`src/rtl/decoder_scan_pkg.sv`:
```
// Shared types and helpers for the decoder scan sequencer.
// Holds the FSM state type, code width and code-to-select mapping.
package decoder_scan_pkg;

  localparam int CODE_W = 3;

  typedef enum logic [1:0] {
    ST_IDLE,
    ST_DRIVE,
    ST_GAP
  } state_t;

  // Returns {w0,w1,w2}: code bit2 drives w0, bit0 drives w2.
  function automatic logic [CODE_W-1:0] code_to_w(
    input logic [CODE_W-1:0] code
  );
    return {code[2], code[1], code[0]};
  endfunction

endpackage

```
`src/rtl/decoder_scan_sequencer_fifo.sv`:
```
// scan_fifo: DEPTH x CODE_W synchronous FIFO, sync active-high reset.
// Ports: push/din in, pop in, dout (head), count, full, empty out.
module scan_fifo
  import decoder_scan_pkg::*;
#(
  parameter int DEPTH = 4
) (
  input  logic                       clk,
  input  logic                       rst,
  input  logic                       push,
  input  logic [CODE_W-1:0]          din,
  input  logic                       pop,
  output logic [CODE_W-1:0]          dout,
  output logic [$clog2(DEPTH):0]     count,
  output logic                       full,
  output logic                       empty
);

  localparam int AW = $clog2(DEPTH);
  localparam int CW = AW + 1;

  logic [CODE_W-1:0] mem_q [DEPTH];
  logic [AW-1:0]     wr_ptr_q, wr_ptr_d;
  logic [AW-1:0]     rd_ptr_q, rd_ptr_d;
  logic [CW-1:0]     count_q, count_d;

  // Pointers wrap for free because DEPTH is a power of two.
  always_comb begin
    wr_ptr_d = wr_ptr_q + AW'(push);
    rd_ptr_d = rd_ptr_q + AW'(pop);
    count_d  = count_q + CW'(push) - CW'(pop);
  end

  always_ff @(posedge clk) begin
    if (rst) begin
      wr_ptr_q <= '0;
      rd_ptr_q <= '0;
      count_q  <= '0;
    end else begin
      wr_ptr_q <= wr_ptr_d;
      rd_ptr_q <= rd_ptr_d;
      count_q  <= count_d;
    end
  end

  always_ff @(posedge clk) begin
    if (push) mem_q[wr_ptr_q] <= din;
  end

  assign dout  = mem_q[rd_ptr_q];
  assign count = count_q;
  assign full  = (count_q == CW'(DEPTH));
  assign empty = (count_q == '0);

endmodule

```
`src/rtl/decoder_scan_sequencer.sv`:
```
// Scan engine for a 3-to-8 enable decoder: buffers codes, drives w/en
// for DWELL cycles, samples f, returns {code,f} as a one-cycle pulse.
module decoder_scan_sequencer
  import decoder_scan_pkg::*;
#(
  parameter int DEPTH = 4,
  parameter int DWELL = 2,
  parameter int GAP   = 1
) (
  input  logic              clk,
  input  logic              rst,
  input  logic              in_valid,
  input  logic [CODE_W-1:0] in_code,
  output logic              in_ready,
  output logic              w0,
  output logic              w1,
  output logic              w2,
  output logic              en,
  input  logic              f,
  output logic              res_valid,
  output logic [CODE_W-1:0] res_code,
  output logic              res_f,
  output logic              busy
);

  localparam int CMAX  = (DWELL > GAP) ? DWELL : GAP;
  localparam int CNT_W = (CMAX > 1) ? $clog2(CMAX) : 1;
  localparam int FCW   = $clog2(DEPTH) + 1;

  state_t            state_q, state_d;
  logic [CNT_W-1:0]  cnt_q, cnt_d;
  logic [CODE_W-1:0] w_q, w_d;
  logic              en_q, en_d;
  logic              res_valid_q, res_valid_d;
  logic [CODE_W-1:0] res_code_q, res_code_d;
  logic              res_f_q, res_f_d;

  logic              push, pop;
  logic              full, empty;
  logic [CODE_W-1:0] head;
  logic [FCW-1:0]    count;

  // Readiness uses the registered count, so a full FIFO refuses
  // a push even in the cycle it pops.
  assign in_ready = !rst && !full;
  assign push     = in_valid && in_ready;
  assign pop      = (state_q == ST_IDLE) && !empty;

  scan_fifo #(.DEPTH(DEPTH)) u_fifo (
    .clk   (clk),
    .rst   (rst),
    .push  (push),
    .din   (in_code),
    .pop   (pop),
    .dout  (head),
    .count (count),
    .full  (full),
    .empty (empty)
  );

  always_ff @(posedge clk) begin
    if (rst) begin
      state_q     <= ST_IDLE;
      cnt_q       <= '0;
      w_q         <= '0;
      en_q        <= 1'b0;
      res_valid_q <= 1'b0;
      res_code_q  <= '0;
      res_f_q     <= 1'b0;
    end else begin
      state_q     <= state_d;
      cnt_q       <= cnt_d;
      w_q         <= w_d;
      en_q        <= en_d;
      res_valid_q <= res_valid_d;
      res_code_q  <= res_code_d;
      res_f_q     <= res_f_d;
    end
  end

  always_comb begin
    state_d = state_q;
    cnt_d   = cnt_q;
    unique case (state_q)
      ST_IDLE: begin
        if (!empty) begin
          state_d = ST_DRIVE;
          cnt_d   = CNT_W'(DWELL - 1);
        end
      end
      ST_DRIVE: begin
        if (cnt_q == '0) begin
          if (GAP > 0) begin
            state_d = ST_GAP;
            cnt_d   = CNT_W'(GAP - 1);
          end else begin
            state_d = ST_IDLE;
          end
        end else begin
          cnt_d = cnt_q - 1'b1;
        end
      end
      ST_GAP: begin
        if (cnt_q == '0) state_d = ST_IDLE;
        else             cnt_d   = cnt_q - 1'b1;
      end
      default: state_d = ST_IDLE;
    endcase
  end

  always_comb begin
    w_d         = w_q;
    en_d        = en_q;
    res_valid_d = 1'b0;
    res_code_d  = res_code_q;
    res_f_d     = res_f_q;
    unique case (state_q)
      ST_IDLE: begin
        if (!empty) begin
          w_d  = code_to_w(head);
          en_d = 1'b1;
        end else begin
          w_d  = '0;
          en_d = 1'b0;
        end
      end
      ST_DRIVE: begin
        // f is only trusted at the last dwell edge.
        if (cnt_q == '0) begin
          res_f_d     = f;
          res_code_d  = w_q;
          res_valid_d = 1'b1;
          en_d        = 1'b0;
          w_d         = '0;
        end
      end
      ST_GAP: begin
        en_d = 1'b0;
        w_d  = '0;
      end
      default: begin
        en_d = 1'b0;
        w_d  = '0;
      end
    endcase
  end

  assign {w0, w1, w2} = w_q;
  assign en           = en_q;
  assign res_valid    = res_valid_q;
  assign res_code     = res_code_q;
  assign res_f        = res_f_q;
  assign busy         = (state_q != ST_IDLE) || (count != '0);

endmodule

```
`config.mk`:
```
export PLATFORM = sky130hd
export DESIGN_NAME = decoder_scan_sequencer
export DESIGN_NICKNAME = d
export VERILOG_FILES = /design/src/rtl/decoder_scan_pkg.sv /design/src/rtl/decoder_scan_sequencer_fifo.sv /design/src/rtl/decoder_scan_sequencer.sv
export SDC_FILE = /design/constraint.sdc
export NUM_CORES = 1
export LEC_CHECK = 0
export ABC_AREA = 1
export CAP_MARGIN = 10
export CORE_MARGIN = 1
export CORE_UTILIZATION = 35
export DETAILED_ROUTE_END_ITERATION = 8
export GPL_ROUTABILITY_DRIVEN = 1
export HOLD_SLACK_MARGIN = 0.06
export PLACE_DENSITY_LB_ADDON = 0.12
export SLEW_MARGIN = 20
export SYNTH_ARGS = -nofsm -noshare
export SYNTH_HDL_FRONTEND = slang
export SYNTH_SLANG_ARGS = --single-unit
export TNS_END_PERCENT = 100
```
`constraint.sdc`:
```
create_clock -name clk -period 2 [get_ports clk]
set_input_delay 0.4 -clock clk [delete_from_list [all_inputs] [get_ports clk]]
set_output_delay 0.4 -clock clk [all_outputs]
set_load 0.02 [all_outputs]
```
==> reports/metrics.cfg, run 1 <==
[route]
drc=0
vias=1064
first_pass_iters=4
drt_wl_total_um=2511
via_per_inst=4.508
detail-route-antenna-nets=0
drtIter0Drc=20
wl_per_cell_um=10.64

[worst_setup_path]
cp_data_required_time_ps=2220
cp_slowest_cell=fa_1
cp-end-kind=flip-flop
critPathKind=flip-flop to flip-flop
cp_cell_sequence=inv_1, ha_4, nand2_4, inv_1, nand2_1, o21ai_0, ha_1, fa_1, inv_1, o21ai_0, a21oi_1
critPathLaunchType=flip-flop
path_max_fanout=5
worstPathArrival_ps=2070
slowest_delay_ps=360
worst_path_most_repeated_cell=inv_1

[synth]
syn_nets=171
yosysWarnings=0
synth.distinct_cells=21
ys_seq_elements=31
syn_area_mm2=0.001383
syn_avg_cell_area_um2=8.806
yosysTopAreaCell=dfxtp_1
syn_inst=157
yosysSeqAreaShare=0.5357
yosysTopAreaCellShare=0.2751
synthTopCellsByArea=dfxtp_1 28%, edfxtp_1 26%, nand2_1 8.7%, inv_1 8.4%, ha_1 5.4%

[placement]
place_hpwl_um=1916
place_congestion=0.7184
post_dp_cell_area_mm2=0.001662
portBuffers=17

[power_and_ir_drop]
power.leakage_uw=0.0007878
ir_worst_vdd_uv=648.5
power_density_mw_per_mm2=1460
totalPowerFinal_uw=2588

[clock_network]
cts_hold_repair.buffers=0
clk_latency_ps=280
clockRootBuffer=clkbuf_8
cts_buffer_depth=2
cts_htree_levels=2
cts_made_buffers=5
post_cts_buffers=0
cts_resized=3
cts_tree=yes
clk_pin_slew_ps=60
cts_sinks=31

[floorplan]
die_area_mm2=0.004206
start_util=0.3721
die_w_um=64.85
ios=18
die-height_um=64.85
core_region_area_mm2=0.003716
row_count=22

[timing]
setup_viol=0
worstMarginPinSlew_ps=326.4
period_share=0.9244
fin_crit_ps=1849
tns_ps=0
rsz0062_at_grt=false
drv_slew=0
clock_skew_ps=2.956
fmax_ghz=0.5409
hold_viol_final=0
slew_headroom=0.7801

[cells_and_area]
design_area_mm2=0.001773
antenna_cells_inserted=0
drive_gt1_frac=0.1383
syn_to_final_growth_pct=28.24
nets=201

[global_routing]
grt_overflow_total=0
first_global_vias=999
antenna_found_initial=0
grt_max_degree=14
track_usage=0.1391
grt_pass1_wl_um=4305

[flow_run]
drv_cap=0

[outcome]
status=finished, final reports clean

[hold_path]
hold_path.class=flip-flop to flip-flop

## critical path: cells and delay by family, from the launching register on
kind	cells	cell delay (ps)
AO/OA/AOI/OAI	3	300
flip-flops	1	350
AND/OR/NAND/NOR	2	130
buffers and inverters	3	240
adder cells (fa/ha/maj)	3	760
## worst paths after layout
path	slack, ps	from	cells after the start	end
max	150	state_q[1]	11	u_fifo.count[2]
min	470	en	2	en
max reg2reg	150	state_q[1]	11	u_fifo.count[2]
min reg2reg	470	en	2	en
## placed cells by master (no fill, tap or decap), types with 8 or more instances in the layout
| cell | instances |
|---|---|
| nand2_1 | 32 |
| inv_1 | 31 |
| dfxtp_1 | 18 |
| clkdlybuf4s50_1 | 15 |
| nor2_1 | 13 |
| edfxtp_1 | 12 |
| nand3_1 | 10 |
| a21oi_1 | 9 |
| buf_4 | 8 |
## registers in the layout, summed over array words and instances, names as in the netlist, 2 cells and up
name,cells
u_fifo.count,3
state_q,2
u_fifo.rd_ptr_q,2
u_fifo.wr_ptr_q,2
u_fifo.mem_q,12
w_q,3
res_code,3
## layer usage
layer,track usage,wire length (um),vias to the layer above
met4,0.08333,52,0
met1,0.1641,1176,497
li1,-,-,548
met3,0.03697,81,5
met2,0.2240,1200,14
met5,0,0,-
## cell families (layout without fill, tap and decap cells)
group	Yosys count	after routing	synth area share
AO/OA/AOI/OAI	18	18	0.07059
XOR/XNOR	2	2	0.01267
flip-flops	31	31	0.5357
AND/OR/NAND/NOR	65	65	0.2172
adder cells (fa/ha/maj)	7	7	0.06878
buffers and inverters	34	65	0.09502
## Yosys cell counts
cell	number
nor2_1	13
inv_2	1
o21ai_0	7
nor2_4	2
ha_1	6
xnor2_1	1
a21oi_1	9
clkbuf_1	1
nand3_2	1
fa_1	1
nand2_4	2
buf_4	1
nand2_2	1
nand2_1	32
nand3_1	10
dfxtp_1	19
a21oi_2	2
xor2_1	1
inv_1	31
nor3_1	4
edfxtp_1	12
## metrics by stage
stage	utilization	std cells	setup WS, ps	hold WS (ps)
final	0.4771	236	151.2	474.7
after global routing	0.4771	236	11.69	496.4
after global placement	0.4471	228	-73.56	462.6
after detailed placement	0.4471	228	-64.18	460.2
after floorplan	-	157	150.5	450.4
after CTS	0.4741	236	80.55	479.7
## where the power goes
part           internal [uW]  switching, uW
registers                807            122
clock network            314            228
logic                    484            634
total                   1600            984
## final cells by class
cell class,instances,area (um^2)
sequential,31,742.0
tap,48,60.06
inverter,32,120.1
timing repair buffer,25,227.7
fill,377,1943
clock buffer,8,100.1
multi-input combinational,92,523.0
Note: power is estimated with default switching activity, not from simulation.
==> run 2, diff against run 1 <==
--- a/config.mk
+++ b/config.mk
@@ -12,9 +12,9 @@
 export DETAILED_ROUTE_END_ITERATION = 8
 export GPL_ROUTABILITY_DRIVEN = 1
 export HOLD_SLACK_MARGIN = 0.06
-export PLACE_DENSITY_LB_ADDON = 0.12
 export SLEW_MARGIN = 20
 export SYNTH_ARGS = -nofsm -noshare
 export SYNTH_HDL_FRONTEND = slang
+export SYNTH_HIERARCHICAL = 1
 export SYNTH_SLANG_ARGS = --single-unit
 export TNS_END_PERCENT = 100
==> run 2 against run 1 <==
Global-route usage increased by 0.91 points; largest cell class unchanged; total power down 8.6%; largest power group unchanged; routed wire length is 7.8% higher.
==> reports/metrics.cfg, run 2 <==
[synth]
ys_seq_elements=31  ; unchanged
synth_ff_type=dfxtp_1  ; unchanged
syn_inst=154  ; was 157
synth_most_common_cell=inv_1  ; was nand2_1
yosysTopAreaCellShare=0.2741  ; was 0.2751
synth_commonest_cells=26 x inv_1, 24 x nor2_1, 22 x nand2_1  ; was 32 x nand2_1, 31 x inv_1, 19 x dfxtp_1
syn_avg_cell_area_um2=9.010  ; was 8.806 um^2
syn_area_mm2=0.001388  ; was 0.001383 mm^2
synth.distinct_cells=22  ; was 21
async_flop_share=0  ; unchanged
syn_nets=172  ; was 171
yosysTopAreaCell=dfxtp_1  ; unchanged
yosysSeqAreaShare=0.5338  ; was 0.5357
synth_edf_count=12  ; unchanged
synthTopCellsByArea=dfxtp_1 27%, edfxtp_1 26%, ha_1 9.0%, inv_1 7.0%, nor2_1 6.5%  ; was dfxtp_1 28%, edfxtp_1 26%, nand2_1 8.7%, inv_1 8.4%, ha_1 5.4%
yosysWarnings=6  ; was 0

[floorplan]
die-height_um=64.97  ; was 64.85 um
ios=18  ; unchanged
die_w_um=64.97  ; was 64.85 um
row_count=22  ; unchanged
start_util=0.3707  ; was 0.3721
core_region_area_mm2=0.003744  ; was 0.003716 mm^2
die_area_mm2=0.004220  ; was 0.004206 mm^2

[timing]
slew_headroom=0.7119  ; was 0.7801
clock_skew_ps=2.102  ; was 2.956 ps
hold_viol_final=0  ; unchanged
drv_slew=0  ; unchanged
fin_crit_ps=1911  ; was 1849 ps
fmax_ghz=0.5234  ; was 0.5409 GHz
setup_viol=0  ; unchanged
period_share=0.9553  ; was 0.9244
rsz0062_at_grt=false  ; unchanged
worstMarginPinSlew_ps=431.6  ; was 326.4 ps

[global_routing]
grt_pass1_wl_um=4512  ; was 4305 um
track_usage=0.1481  ; was 0.1391
first_global_vias=1037  ; was 999
grt_max_degree=14  ; unchanged
antenna_found_initial=0  ; unchanged
grt_overflow_total=0  ; unchanged

[power_and_ir_drop]
ir_worst_vdd_uv=515.0  ; was 648.5 uV
totalPowerFinal_uw=2366  ; was 2588 uW
power_density_mw_per_mm2=1339  ; was 1460 mW/mm^2
power.leakage_uw=0.0007706  ; was 0.0007878 uW

[worst_setup_path]
worstPathArrival_ps=2130  ; was 2070 ps
reg2regPathDepth=10  ; was 11
r2r_start=state_q[1]  ; unchanged
critPathLaunchType=flip-flop  ; unchanged
cp-end-kind=flip-flop  ; unchanged
r2r_setup_slack_ps=90  ; was 150 ps
cp_data_required_time_ps=2220  ; about the same
path_max_fanout=3  ; was 5
critPathKind=flip-flop to flip-flop  ; unchanged
r2r_end=u_fifo/count[1]  ; was u_fifo.count[2]

[clock_network]
clk_latency_ps=280  ; about the same
cts_made_buffers=5  ; unchanged
cts_tree=yes  ; unchanged
clockRootBuffer=clkbuf_8  ; unchanged
clk_pin_slew_ps=60  ; about the same
cts_sinks=31  ; unchanged
cts_htree_levels=2  ; unchanged
cts_buffer_depth=2  ; unchanged

[hold_path]
hold_path.class=flip-flop to flip-flop  ; unchanged
min-delay-start=w_q[1]  ; was en
hold_depth=2  ; unchanged
hold_end=w_q[1]  ; was en

[route]
vias=1059  ; was 1064
drt_wl_total_um=2706  ; was 2511 um
via_per_inst=4.506  ; was 4.508
first_pass_iters=4  ; unchanged
drc=0  ; unchanged
drtIter0Drc=36  ; was 20
wl_per_cell_um=11.51  ; was 10.64 um
detail-route-antenna-nets=0  ; unchanged

[placement]
place_hpwl_um=2023  ; was 1916 um
post_dp_cell_area_mm2=0.001677  ; was 0.001662 mm^2
place_congestion=0.7574  ; was 0.7184
portBuffers=17  ; unchanged
place_inst=227  ; was 228

[cells_and_area]
layout_common_cells=26 x inv_1, 24 x nor2_1, 22 x nand2_1  ; was 32 x nand2_1, 31 x inv_1, 18 x dfxtp_1
layout_commonest_cell=inv_1  ; was nand2_1
drive_gt1_frac=0.1337  ; was 0.1383
largest_reg_flops=12  ; unchanged
final_cells=235  ; was 236
top_register=u_fifo/mem_q  ; was u_fifo.mem_q
nets=204  ; was 201
antenna_cells_inserted=0  ; unchanged
design_area_mm2=0.001767  ; was 0.001773 mm^2
syn_to_final_growth_pct=27.32  ; was 28.24%
final_core_util=0.4719  ; was 0.4771

[flow_run]
drv_cap=0  ; unchanged

[outcome]
status=finished, final reports clean  ; unchanged

run 2: logic make-up after synthesis:
| group | count (synthesis) | synth area share |
|---|---|---|
| and+or+nand+nor | 61 | 0.1822 |
| DFF | 31 | 0.5338 |
| buffers and inverters | 30 | 0.09016 |
| AOI/OAI and AO/OA | 19 | 0.07664 |
| adders and majority gates | 11 | 0.1046 |
| xor gates and xnor gates | 2 | 0.01263 |
run 2: worst max path at each step:
stage / start / endpoint / slack, ps / cells after the start
finish: state_q[1] / u_fifo/count[1] / 90 / 10
global route: state_q[1] / u_fifo/count[1] / 2 / 10
CTS: state_q[1] / u_fifo/count[2] / 30 / 10
detailed placement: rst / u_fifo/count[1] / -60 / 6
global placement: rst / in_ready / 30 / 3
floorplan: state_q[0] / u_fifo/count[2] / 90 / 10
run 2: report_power, final:
| part | switching, uW | internal (uW) | total, uW | leakage (uW) |
|---|---|---|---|---|
| clock | 219 | 243 | 462 | 0.0000422 |
| sequential | 124 | 794 | 918 | 0.000265 |
| combinational | 551 | 434 | 985 | 0.000463 |
run 2: repair_timing:
action | CTS | global route
setup endpoints to repair | 2 | 2
setup buffers | 0 | 0
gates resized for setup | 2 | 4
hold endpoints to repair | 0 | 0
hold buffers | 0 | 0
run 2: final cells by class:
type	instances	area, um^2
Sequential cell	31	742.0
Clock buffer	7	76.32
Inverter	27	101.3
Timing Repair Buffer	28	250.2
Tap cell	48	60.06
Clock inverter	1	5.005
Fill cell	383	1977
Multi-Input combinational cell	93	531.8
run 2: through the flow:
step	worst slack [ps]	setup TNS (ps)	hold slack [ps]
4_1_cts	32.77	0	489.2
5_1_grt	1.881	0	517.1
3_3_place_gp	25.23	0	450.8
6_report	89.30	0	486.7
2_1_floorplan	85.27	0	471.2
3_5_place_dp	-55.29	-395.2	479.8
run 2: metal layers:
| layer | global-route usage | vias to the layer above | wire [um] |
|---|---|---|---|
| met5 | 0 | - | 0 |
| met4 | 0.07500 | 0 | 63 |
| met3 | 0.05282 | 7 | 91 |
| met2 | 0.2513 | 15 | 1384 |
| met1 | 0.1612 | 488 | 1167 |
| li1 | - | 549 | - |
run 2: worst max-delay path: stages (launching register included):
cell,delay (ps)
dfxtp_2,350
inv_1,70
ha_2,180
inv_1,60
nor2_2,40
ha_1,280
inv_1,40
ha_1,200
fa_2,530
inv_1,40
nor2_1,60
